===== config.mk =====
export PLATFORM = sky130hd
export DESIGN_NAME = seg_scan_driver
export DESIGN_NICKNAME = d
export VERILOG_FILES = /design/src/rtl/seg_scan_driver.sv
export SDC_FILE = /design/constraint.sdc
export NUM_CORES = 1
export LEC_CHECK = 0
export CORE_MARGIN = 2
export CORE_UTILIZATION = 25
export CTS_BUF_LIST = sky130_fd_sc_hd__clkbuf_16
export DETAILED_ROUTE_END_ITERATION = 8
export PLACE_DENSITY = 0.45
export SYNTH_ARGS = -nofsm -noshare
export SYNTH_HDL_FRONTEND = slang
export SYNTH_SLANG_ARGS = --single-unit

===== constraint.sdc =====
create_clock -name clk -period 5.4 [get_ports clk]
set_input_delay 1.08 -clock clk [delete_from_list [all_inputs] [get_ports clk]]
set_output_delay 1.08 -clock clk [all_outputs]
set_load 0.05 [all_outputs]

===== src/rtl/seg_scan_driver.sv =====
// Time-multiplexed eight-digit seven-segment scan driver with per-frame coherent pattern capture.
// Optional inter-digit blanking is compiled in with `define SEG_SCAN_BLANK_EN.
module seg_scan_driver #(
  parameter int unsigned DWELL          = 4,
  parameter int unsigned BLANK_CYC      = 1,
  parameter bit          SEG_ACTIVE_LOW = 1'b0,
  parameter bit          AN_ACTIVE_LOW  = 1'b1
) (
  input  logic       clk,
  input  logic       reset,
  input  logic       en,
  input  logic [6:0] n_msb,
  input  logic [6:0] n_lsb,
  input  logic [6:0] e_msb,
  input  logic [6:0] e_lsb,
  input  logic [6:0] s_msb,
  input  logic [6:0] s_lsb,
  input  logic [6:0] w_msb,
  input  logic [6:0] w_lsb,
  output logic [6:0] seg_out,
  output logic [7:0] an_out,
  output logic [2:0] digit_idx,
  output logic       frame_done
);

  localparam int unsigned CntMax = (DWELL > BLANK_CYC) ? DWELL : BLANK_CYC;
  localparam int unsigned CntW   = (CntMax > 1) ? $clog2(CntMax) : 1;
  localparam logic [CntW-1:0] DwellLast = CntW'(DWELL - 1);

  localparam logic [1:0] StIdle  = 2'd0;
  localparam logic [1:0] StShow  = 2'd1;
`ifdef SEG_SCAN_BLANK_EN
  localparam logic [1:0] StBlank = 2'd2;
  localparam logic [CntW-1:0] BlankLast = CntW'(BLANK_CYC - 1);
`endif

  logic [1:0]      state_q, state_d;
  logic [2:0]      idx_q, idx_d;
  logic [CntW-1:0] cnt_q, cnt_d;
  logic            reload;
  logic [6:0]      pat [8];
  logic [6:0]      shadow_q [8];
  logic [6:0]      shadow_d [8];
  logic [6:0]      seg_d;
  logic [7:0]      an_d;
  logic            frame_done_d;

  assign pat[0] = n_msb;
  assign pat[1] = n_lsb;
  assign pat[2] = e_msb;
  assign pat[3] = e_lsb;
  assign pat[4] = s_msb;
  assign pat[5] = s_lsb;
  assign pat[6] = w_msb;
  assign pat[7] = w_lsb;

  always_comb begin
    state_d = state_q;
    idx_d   = idx_q;
    cnt_d   = cnt_q;
    reload  = 1'b0;
    case (state_q)
      StIdle: begin
        if (en) begin
          state_d = StShow;
          idx_d   = 3'd0;
          cnt_d   = '0;
          reload  = 1'b1;
        end
      end
      StShow: begin
        if (cnt_q == DwellLast) begin
          cnt_d = '0;
`ifdef SEG_SCAN_BLANK_EN
          state_d = StBlank;
`else
          idx_d  = idx_q + 3'd1;
          reload = (idx_q == 3'd7);
`endif
        end else begin
          cnt_d = cnt_q + 1'b1;
        end
      end
`ifdef SEG_SCAN_BLANK_EN
      StBlank: begin
        if (cnt_q == BlankLast) begin
          cnt_d   = '0;
          state_d = StShow;
          idx_d   = idx_q + 3'd1;
          reload  = (idx_q == 3'd7);
        end else begin
          cnt_d = cnt_q + 1'b1;
        end
      end
`endif
      default: begin
        state_d = StIdle;
        idx_d   = 3'd0;
        cnt_d   = '0;
      end
    endcase
    // Dropping enable overrides any wrap or reload on the same edge.
    if (!en) begin
      state_d = StIdle;
      idx_d   = 3'd0;
      cnt_d   = '0;
      reload  = 1'b0;
    end
  end

  always_comb begin
    for (int i = 0; i < 8; i++) begin
      shadow_d[i] = reload ? pat[i] : shadow_q[i];
    end
  end

  // Outputs are decoded from the next state so they register in step with it.
  always_comb begin
    seg_d = 7'h00;
    an_d  = 8'h00;
    if (state_d == StShow) begin
      seg_d = shadow_d[idx_d];
      an_d  = 8'h01 << idx_d;
    end
`ifdef SEG_SCAN_BLANK_EN
    frame_done_d = (state_d == StBlank) && (idx_d == 3'd7) && (cnt_d == BlankLast);
`else
    frame_done_d = (state_d == StShow) && (idx_d == 3'd7) && (cnt_d == DwellLast);
`endif
  end

  always_ff @(posedge clk or negedge reset) begin
    if (!reset) begin
      state_q    <= StIdle;
      idx_q      <= 3'd0;
      cnt_q      <= '0;
      for (int i = 0; i < 8; i++) begin
        shadow_q[i] <= 7'h00;
      end
      seg_out    <= {7{SEG_ACTIVE_LOW}};
      an_out     <= {8{AN_ACTIVE_LOW}};
      frame_done <= 1'b0;
    end else begin
      state_q    <= state_d;
      idx_q      <= idx_d;
      cnt_q      <= cnt_d;
      for (int i = 0; i < 8; i++) begin
        shadow_q[i] <= shadow_d[i];
      end
      seg_out    <= seg_d ^ {7{SEG_ACTIVE_LOW}};
      an_out     <= an_d ^ {8{AN_ACTIVE_LOW}};
      frame_done <= frame_done_d;
    end
  end

  assign digit_idx = idx_q;

endmodule


==> key figures, run 1 <==
STA
  – Worst-margin pin slew: approximately 1100 ps
  – Final period util: roughly two thirds
  – Setup Viol. Count Final: 0
  – Final TNS setup: 0 ps
  – Unrepaired setup endpoints after global routing: no
  – Clock Skew: around 9 ps
  – WHS: 454 ps
  – Max Fclk: 281 MHz
  – Min Clock Period, post-route: about 3600 ps
  – Final hold violation count: 0
  – Final slew viol count: 0
  – Slew headroom: between 20% and 30%

CTS
  – Worst-path clk slew: 60 ps
  – Clk_lat worst skew: between 300 and 400 ps
  – Max Root-Sink Buffers: 2
  – TritonCTS clock tree: done
  – Post-CTS Resized: 0
  – Post-CTS setup buffers: 0
  – Clk sink count: between 70 and 80
  – H-Tree Depth: 3
  – CTS root buffer: clkbuf_16
  – TritonCTS Buffers: 9
  – # hold bufs at CTS: 0

Status
  – Status: complete, no violations

Logic synthesis
  – Synth Cell Area: ~3700 sq um
  – #FFs+latches synth: between 70 and 80
  – Post-Synthesis Cells: roughly 340
  – Ys Warns: 0
  – Syn_area_per_cell: ~11 sq um
  – Syn Nets: 400
  – Seq/Total Area, Yosys: between 50% and 60%
  – Library cells used by synthesis: 44

Critical path
  – CP peak stage delay: between 800 and 900 ps
  – Req. time, crit path: around 5600 ps
  – CP max FO: 35
  – Critical Path Sink Type: flip-flop
  – Arrival time at the worst endpoint: between 3000 and 4000 ps
  – Startpoint types: primary input
  – Buffers plus inverters on the worst setup path: 4
  – CP Cell Sequence: clkdlybuf4s50_1 -> nand2b_1 -> buf_4 -> inv_1 -> nand3_1 -> inv_1 -> o21a_1 -> o2bb2ai_1
  – Crit path max-delay cell type: inv_1
  – Crit Path Category: in -> reg
  – Crit-path most repeated cell: inv_1
  – Worst path top cell family by delay: buffers and inverters

Layout
  – Ant diodes: 0
  – Fraction of layout cells with a size suffix above 1: 12.7%
  – Final-layout fill cell count: about 1,500
  – Nets@finish: 467
  – P&R area growth vs syn: 33.8%

Pwr
  – Seq pwr share: a little over two fifths
  – Clock share of power: 41.2%
  – PD cells: between 300 and 400 nW/um^2
  – Cell internal pwr: 1.18 mW
  – Max IR drop VDD: about 150 uV
  – Switching Share: ~24%
  – Leak pwr: approximately 2.2 nW
  – Net switching power figure: 0.375 mW
  – Comb power frac: between 10% and 20%

Hold path
  – Hold WC Path Type: reg -> reg

Floorplanning
  – Core area: ~14,000 sq um
  – Starting density of the core: between 20% and 30%
  – Io pins: 78
  – Die ar.: about 16,000 sq um
  – Cell Rows: 44
  – Die H: ~130 microns
  – Die X: 125 microns

Drt
  – Via count: roughly 2,800
  – Initial DRC Count: between 200 and 250
  – DRC violation count after routing: 0
  – DRT Wirelength: just over 10 mm
  – Via/cell ratio: ~4.8
  – Number of nets still failing antenna checks after routing: 0
  – Detailed Routing Iterations Pass 1: 5
  – Avg WL per Cell: 17.5 microns

Placement
  – GP Congestion: between 0.7 and 0.8
  – DP HPWL: 6.88 mm
  – PortBufs: 77

Run
  – Max-cap viol count: 0

GRT
  – Largest net degree at the start of global routing: 80
  – First-pass GRT wire length: 16.7 mm
  – Initial antenna violation count: 0
  – Tot GR Track Use: a little over an eighth
  – Number of global-route vias before repair: 2,857
  – Grt total ovfl: 0
## synthesized netlist by cell type
cell	instances	area share, %
nand3b_2	1	0.31
buf_2	5	0.68
o21a_1	2	0.41
a21o_1	22	4.5
o2bb2ai_1	1	0.24
or2_2	1	0.17
a21boi_2	1	0.31
nor2_1	4	0.41
a211o_1	22	5.2
a21oi_1	7	0.95
o311ai_0	10	2.4
o21ai_0	18	2.5
dfrtp_1	71	48
buf_4	1	0.20
nand3_1	7	0.95
a21bo_2	1	0.27
buf_1	3	0.31
o22ai_1	6	1.0
nor2_2	1	0.17
o311ai_1	2	0.48
ha_1	3	1.0
nand2_1	43	4.4
o221a_2	1	0.31
mux2i_2	1	0.37
a32oi_1	1	0.24
a21boi_0	23	4.7
a211oi_1	1	0.20
and3_1	2	0.34
nand2b_1	1	0.17
xnor2_1	1	0.24
inv_1	14	1.4
nor3_1	3	0.41
nor3b_2	1	0.34
conb_1	1	0.10
a31oi_1	1	0.17
nor4_1	1	0.17
mux2_2	15	4.6
xor2_1	1	0.24
o21ai_1	1	0.14
clkbuf_1	15	1.5
buf_6	1	0.31
o2111ai_1	11	2.6
or3_1	2	0.34
dfstp_2	8	5.7
## cell type report
class / count / area, sq um / area share [%]
inverters: 14 / 52.6 / 1.07
clock inverters: 7 / 88.8 / 1.81
flip-flops and latches: 79 / 1990 / 40.5
multi-input cells: 220 / 1530 / 31.1
clock buffers: 9 / 225 / 4.59
well taps: 184 / 230 / 4.69
repair buffers: 81 / 798 / 16.3
## final timing paths
path                       cells after the start                endpoint                from  slack, ps
max                                            8    seg_out[6]$_DFF_PN0_                  en       1840
min reg2reg                                    1      cnt_q[0]$_DFF_PN0_  cnt_q[0]$_DFF_PN0_        450
max in group asynchronous                      1  shadow_q[43]$_DFF_PN0_               reset       3820
min in group asynchronous                      1  shadow_q[36]$_DFF_PN0_               reset        930
max reg2reg                                    6    seg_out[1]$_DFF_PN0_  cnt_q[0]$_DFF_PN0_       2300
min                                            1      cnt_q[0]$_DFF_PN0_  cnt_q[0]$_DFF_PN0_        450
## power groups by stage
| stage | Combinational [mW] | Clock (mW) | Sequential (mW) |
|---|---|---|---|
| after global routing | 0.263 | 0.689 | 0.684 |
| after CTS | 0.238 | 0.657 | 0.678 |
| after global placement | 0.234 | 0 | 0.688 |
| final | 0.236 | 0.640 | 0.677 |
| after detailed placement | 0.237 | 0 | 0.689 |
| after floorplan | 0.127 | 0 | 0.696 |
## cell usage in the layout, fill, tap and decap left out, drive strengths merged, types with 5 or more instances in the layout
master and count:
a21boi 24, a21oi 7, buf 5, dfstp 8, inv 15, nor2 5, clkdlybuf4s50 76, clkbuf 9
o22ai 6, a21o 22, nand2 43, o311ai 12, o2111ai 11, mux2 15, nand3 7, a211o 22
o21ai 19, dfrtp 71
## flip-flops by register name (all words and copies together) (netlist names)
name / cells
seg_out: 7
cnt_q: 2
an_out: 8
digit_idx: 3
shadow_q: 56
state_q: 2
frame_done: 1
## per-layer routing
| metal | part of all wire (%) | GRT usage [%] | vias to the layer above |
|---|---|---|---|
| met5 | 0 | 0 | - |
| met4 | 1.3 | 4.71 | 0 |
| met3 | 3.9 | 2.61 | 10 |
| met2 | 46 | 20.9 | 62 |
| met1 | 49 | 19.6 | 1400 |
| li1 | - | - | 1377 |
## kinds of logic (layout without fill, tap and decap cells)
logic type                 Yosys count  in the layout  share of synthesized area [%]
buffers and inverters               39            111                           4.46
DFF                                 79             79                           54.1
other                                1              1                          0.102
muxes                               16             16                           4.98
adders and majority gates            3              3                           1.02
xor gates and xnor gates             2              2                          0.477
and+or+nand+nor                     67             67                           8.18
AOI/OAI and AO/OA                  131            131                           26.7
## per-stage QoR
step | std cells | setup slack [ps] | instance area (sq um) | power (mW) | utilization [%]
after detailed placement | 578 | 1460 | 4600 | 0.926 | 31.9
after global placement | 578 | 1580 | 4600 | 0.922 | 31.9
final | 594 | 1840 | 4910 | 1.55 | 34.0
after global routing | 594 | 1570 | 4910 | 1.64 | 34.0
after floorplan | 338 | 2950 | 3670 | 0.823 | -
after CTS | 594 | 1800 | 4910 | 1.57 | 34.0
(Power assumes the default switching activity.)
==> inputs of run 2 (changes only) <==
==> constraint.sdc (replaced) <==
create_clock -name clk -period 3.3 [get_ports clk]
set_input_delay 0.66 -clock clk [delete_from_list [all_inputs] [get_ports clk]]
set_output_delay 0.66 -clock clk [all_outputs]
set_load 0.05 [all_outputs]
==> key figures, run 2 (synthesis results as in run 1) <==
Drt
  – Number of nets still failing antenna checks after routing: 0 (unchanged)
  – Avg WL per Cell: 17.6 microns (+0.96%)
  – DRT Wirelength: 10.6 mm (+1.8%)
  – DRC violation count after routing: 0 (unchanged)
  – Via count: 2,906 (+2.0%)
  – Detailed Routing Iterations Pass 1: 5 (unchanged)
  – Initial DRC Count: 154 (-30%)
  – Via/cell ratio: 4.85 (+1.1%)

Floorplanning
  – Die X: 125 microns (unchanged)
  – Die ar.: 15,700 sq um (unchanged)
  – Cell Rows: 44 (unchanged)
  – Io pins: 78 (unchanged)
  – Core area: 14,400 sq um (unchanged)
  – Die H: 125 microns (unchanged)
  – Starting density of the core: 25.5% (unchanged)

Critical path
  – Arrival time at the worst endpoint: 2770 ps (-1030 ps)
  – Crit Path Category: reg -> reg
  – Req. time, crit path: 3540 ps (-2100 ps)
  – CP max FO: 24 (-31%)
  – Worst Setup SP: digit_idx[0]$_DFF_PN0_
  – Worst R2R Start: digit_idx[0]$_DFF_PN0_
  – CP Cell Sequence: ha_1 -> ha_1 -> a21boi_2 -> buf_4 -> o21ai_0 -> o311ai_0 -> buf_4 -> o2111ai_1 -> o22ai_1
  – CP peak stage delay: 440 ps (-420 ps)
  – Crit path max-delay cell type: dfrtp_1
  – Critical Path Sink Type: flip-flop
  – Startpoint types: flip-flop
  – R2R Setup Slk: 770 ps (-1530 ps)

STA
  – Final slew viol count: 0 (unchanged)
  – Worst-margin pin slew: 1050 ps (-97.8 ps)
  – Setup Viol. Count Final: 0 (unchanged)
  – Final hold violation count: 0 (unchanged)
  – Clock Skew: 7.68 ps (-1.42 ps)
  – Final TNS setup: 0 ps (unchanged)
  – Final period util: slightly below 80%
  – Unrepaired setup endpoints after global routing: no
  – Min Clock Period, post-route: between 2000 and 3000 ps
  – Slew headroom: 30.1% (+6.6 points)
  – Max Fclk: about 390 MHz

CTS
  – TritonCTS clock tree: done
  – Clk sink count: 79 (unchanged)
  – Clk_lat worst skew: 330 ps (about the same)
  – H-Tree Depth: 3 (unchanged)
  – Max Root-Sink Buffers: 2 (unchanged)
  – TritonCTS Buffers: 9 (unchanged)
  – CTS root buffer: clkbuf_16
  – # hold bufs at CTS: 0 (unchanged)
  – Post-CTS Resized: 0 (unchanged)
  – Worst-path clk slew: 60 ps (about the same)
  – Post-CTS setup buffers: 0 (unchanged)

Placement
  – DP HPWL: 7.06 mm (+2.7%)
  – GP Congestion: 0.756 (-5.0%)
  – PortBufs: 77 (unchanged)

GRT
  – Largest net degree at the start of global routing: 80 (unchanged)
  – Initial antenna violation count: 0 (unchanged)
  – Number of global-route vias before repair: 2,840 (-0.60%)
  – First-pass GRT wire length: 16.4 mm (-2.0%)
  – Tot GR Track Use: 13.5% (-0.18 points)
  – Grt total ovfl: 0 (unchanged)

Layout
  – Commonest non-fill, non-tap cell in the layout: clkdlybuf4s50_1
  – Register area: 1990 sq um (unchanged)
  – Fin util: 34.2% (+0.10 points)
  – Top Registers: shadow_q: 56 flops, an_out: 8 flops, seg_out: 7 flops
  – Nets@finish: 472 (+1.1%)
  – Most flop-heavy register: shadow_q
  – Final-layout fill cell count: 1,468 (-0.47%)
  – Multi-input logic area: 1530 sq um (-0.25%)
  – Ant diodes: 0 (unchanged)
  – P&R area growth vs syn: 34.2%
  – Most frequent cells in the layout: clkdlybuf4s50_1 (76), dfrtp_1 (71), nand2_1 (43)
  – Max reg flops: 56 (unchanged)
  – Fraction of layout cells with a size suffix above 1: 12.8% (+0.088 points)

Pwr
  – Switching Share: 24.8% (+0.62 points)
  – PD cells: 499 nW/um^2 (+58%)
  – Seq pwr share: 45.2% (+1.6 points)
  – Cell internal pwr: 1.85 mW (+57%)
  – Leak pwr: 2.21 nW (+0.84%)
  – Max IR drop VDD: 229 uV (+49%)
  – Net switching power figure: 0.609 mW (+62%)
  – Clock share of power: 38.8% (-2.4 points)
  – Comb power frac: 16.0% (+0.8 points)

Status
  – Status: complete, no violations

Run
  – Max-cap viol count: 0 (unchanged)

Hold path
  – Hold WC Path Type: reg -> reg
  – Hold Path Origin: cnt_q[0]$_DFF_PN0_
-- run 2: cell count changes in the layout (fill, tap and decap cells not counted) --
cell and delta:
buf_12 +1, inv_1 +1, buf_4 +4, a21oi_2 -1, clkinv_1 +2, clkinvlp_4 -1, bufinv_16 -1, clkinv_2 -1
a21oi_1 +1
-- run 2: routing by layer --
metal	GRT usage (%)	wire (microns)	up-vias
met5	0	0	-
met4	5.56	219	0
met3	2.35	343	17
met2	20.2	4930	69
met1	19.5	5070	1431
li1	-	-	1389
-- run 2: final timing paths --
path                                          end  cells past startpoint
hold reg to reg                cnt_q[0]$_DFF_PN0_                      1
max in group asynchronous   shadow_q[5]$_DFF_PN0_                      1
setup / recovery             seg_out[1]$_DFF_PN0_                      9
setup reg to reg             seg_out[1]$_DFF_PN0_                      9
min in group asynchronous  shadow_q[50]$_DFF_PN0_                      1
hold / removal                 cnt_q[0]$_DFF_PN0_                      1
-- run 2: power groups by stage --
stage               Clock [mW]  Combinational (mW)  Sequential, mW
floorplan                    0               0.208            1.14
global placement             0               0.389            1.13
detailed placement           0               0.396            1.13
CTS                      0.984               0.397            1.11
global route              1.02               0.434            1.12
finish                   0.954               0.392            1.11
-- run 2: worst max-delay path: cells and delay by family, from the launching register on --
| kind | cells | cell delay (ps) |
|---|---|---|
| AOI/OAI and AO/OA | 5 | 1030 |
| buffers and inverters | 2 | 530 |
| adders and majority gates | 2 | 440 |
| DFF | 1 | 440 |
-- run 2: cell type report --
type                            instances  area share (%)
Tap cell                              184            4.67
Timing Repair Buffer                   86            17.2
Inverter                               14            1.07
Multi-Input combinational cell        220            31.0
Clock inverter                          7            1.17
Clock buffer                            9            4.57
Sequential cell                        79            40.3
-- run 2: per-stage QoR --
step           cells  cell area [sq um]  setup slack (ps)  hold WS [ps]  total power [mW]
6_report         599               4930               765           458              2.46
5_1_grt          599               4930               501           497              2.57
4_1_cts          599               4930               749           459              2.49
3_5_place_dp     583               4640               470           451              1.52
3_3_place_gp     583               4640               478           440              1.51
2_1_floorplan    338               3670               906           364              1.35
==> inputs of run 3 (changes only) <==
--- a/config.mk
+++ b/config.mk
@@ -9,7 +9,7 @@
 export CORE_UTILIZATION = 25
 export CTS_BUF_LIST = sky130_fd_sc_hd__clkbuf_16
 export DETAILED_ROUTE_END_ITERATION = 8
-export PLACE_DENSITY = 0.45
+export PLACE_DENSITY = 0.47
 export SYNTH_ARGS = -nofsm -noshare
 export SYNTH_HDL_FRONTEND = slang
 export SYNTH_SLANG_ARGS = --single-unit
==> constraint.sdc (replaced) <==
create_clock -name clk -period 2.3 [get_ports clk]
set_input_delay 0.46 -clock clk [delete_from_list [all_inputs] [get_ports clk]]
set_output_delay 0.46 -clock clk [all_outputs]
set_load 0.05 [all_outputs]
==> key figures, run 3 (synthesis results as in run 1) <==
Status
  – Status: complete, no violations

Drt
  – Number of nets still failing antenna checks after routing: 0 (unchanged)
  – Via/cell ratio: 4.82 (-0.57%)
  – Detailed Routing Iterations Pass 1: 4 (-1)
  – DRT Wirelength: 10.8 mm (+2.4%)
  – Via count: 3,068 (+5.6%)
  – Avg WL per Cell: 17.0 microns (-3.6%)
  – Initial DRC Count: 123 (-20%)
  – DRC violation count after routing: 0 (unchanged)

Layout
  – Design area: 5280 sq um (+7.2%)
  – Most frequent cells in the layout: clkdlybuf4s50_1 (76), dfrtp_1 (69), nand2_1 (43)
  – P&R area growth vs syn: 43.9%
  – Fraction of layout cells with a size suffix above 1: 20.8% (+8.0 points)
  – Max reg flops: 56 (unchanged)
  – Fin util: 36.6% (+2.5 points)
  – Nets@finish: 509 (+7.8%)
  – Commonest non-fill, non-tap cell in the layout: clkdlybuf4s50_1
  – Most flop-heavy register: shadow_q
  – Top Registers: shadow_q: 56 flops, an_out: 8 flops, seg_out: 7 flops
  – Ant diodes: 0 (unchanged)

CTS
  – CTS root buffer: clkbuf_16
  – Max Root-Sink Buffers: 2 (unchanged)
  – TritonCTS Buffers: 9 (unchanged)
  – # hold bufs at CTS: 0 (unchanged)
  – Worst-path clk slew: 60 ps (about the same)
  – Post-CTS setup buffers: 0 (unchanged)
  – TritonCTS clock tree: done
  – Clk sink count: 79 (unchanged)
  – Clk_lat worst skew: 330 ps (about the same)
  – H-Tree Depth: 3 (unchanged)

GRT
  – First-pass GRT wire length: 17.5 mm (+7.0%)
  – Largest net degree at the start of global routing: 41 (-49%)
  – Number of global-route vias before repair: 3,222 (+13%)
  – Initial antenna violation count: 0 (unchanged)
  – Tot GR Track Use: 14.3% (+0.74 points)
  – Grt total ovfl: 0 (unchanged)

Floorplanning
  – Cell Rows: 44 (unchanged)
  – Die ar.: 15,700 sq um (unchanged)
  – Core area: 14,400 sq um (unchanged)
  – Die H: 125 microns (unchanged)
  – Io pins: 78 (unchanged)
  – Starting density of the core: 25.5% (unchanged)
  – Die X: 125 microns (unchanged)

STA
  – WHS: 108 ps (-350 ps)
  – Final TNS setup: 0 ps (unchanged)
  – Setup Viol. Count Final: 0 (unchanged)
  – Final hold violation count: 0 (unchanged)
  – Slew headroom: 54.7% (+25 points)
  – Max Fclk: 449 MHz (+14%)
  – Min Clock Period, post-route: 2230 ps (-306 ps)
  – Worst-margin pin slew: 671 ps (-377 ps)
  – Final period util: 96.9% (+20 points)
  – Clock Skew: 11.1 ps (+3.41 ps)
  – Final slew viol count: 0 (unchanged)

Critical path
  – Crit Path Category: reg -> reg
  – Critical Path Sink Type: flip-flop
  – Req. time, crit path: 2500 ps (-1040 ps)
  – Startpoint types: flip-flop
  – CP max FO: 22 (-8.3%)
  – Arrival time at the worst endpoint: 2430 ps (-340 ps)

Pwr
  – Design Power: 3.59 mW (+46%)
  – Max IR drop VDD: 389 uV (+70%)
  – PD cells: 679 nW/um^2 (+36%)
  – Leak pwr: 2.40 nW (+8.8%)

Placement
  – PortBufs: 77 (unchanged)
  – GP Congestion: 0.829 (+9.7%)
  – DP HPWL: 7.88 mm (+12%)
  – Placed cell areas: 4970 sq um (+7.1%)

Hold path
  – Hold WC Path Type: in -> async

Run
  – Max-cap viol count: 0 (unchanged)
[run 3: cell types whose count changed in the layout (fill, tap and decap cells not counted), moves of 2 or more]
cell / delta
dfrtp_1: -2
ha_1: -2
a21boi_1: +4
dfrtp_2: +2
buf_4: +32
ha_2: +2
buf_12: +4
a21boi_0: -4
[run 3: worst max-delay path, cell delays in order, from the launching register on]
cell       delay (ps)
dfrtp_2           440
ha_1              190
ha_2              200
a21boi_4          230
nor2_4             90
buf_12            170
buf_4             190
a211o_1           310
o2111ai_1         140
o22ai_1           120
[run 3: repair_timing]
action / in CTS / in global routing
resized for setup: 0 / 9
hold endpoints to repair: 0 / 0
setup endpoints to repair: 0 / 6
[run 3: cell type report]
cell class	instances	area, sq um
Clock buffer	9	225
Multi-Input combinational cell	220	1550
Timing Repair Buffer	123	1180
Inverter	14	52.6
Clock inverter	7	58.8
Sequential cell	79	1990
Fill cell	1468	9140
Tap cell	184	230
[run 3: routing by layer]
layer / global-route usage, % / part of all wire, % / up-vias
li1: - / - / 1464
met1: 19.2 / 46 / 1499
met2: 22.6 / 47 / 88
met3: 3.12 / 4.6 / 17
met4: 5.42 / 2.2 / 0
met5: 0 / 0 / -
[run 3: worst paths after layout]
kind | startpoint | endpoint | slack [ps] | cells past startpoint
worst max register to register | digit_idx[1]$_DFF_PN0_ | seg_out[0]$_DFF_PN0_ | 70 | 9
worst min-delay path | reset | shadow_q[50]$_DFF_PN0_ | 110 | 1
worst max-delay path | digit_idx[1]$_DFF_PN0_ | seg_out[0]$_DFF_PN0_ | 70 | 9
worst min register to register | cnt_q[0]$_DFF_PN0_ | cnt_q[0]$_DFF_PN0_ | 460 | 1
max in group asynchronous | reset | shadow_q[33]$_DFF_PN0_ | 1570 | 2
min in group clk | cnt_q[0]$_DFF_PN0_ | cnt_q[0]$_DFF_PN0_ | 460 | 1
[run 3: power breakdown]
part           internal [mW]  total (mW)  switching (mW)
registers               1.55        1.59          0.0382
logic                  0.316       0.618           0.302
clock network          0.825        1.38           0.551
total                   2.70        3.59           0.891
[run 3: metrics by stage]
stage / setup slack (ps) / instances
after floorplan: 78.3 / 338
after global placement: -111 / 620
after detailed placement: -127 / 620
after CTS: 6.61 / 636
after global routing: -4.93 / 636
final: 71.3 / 636
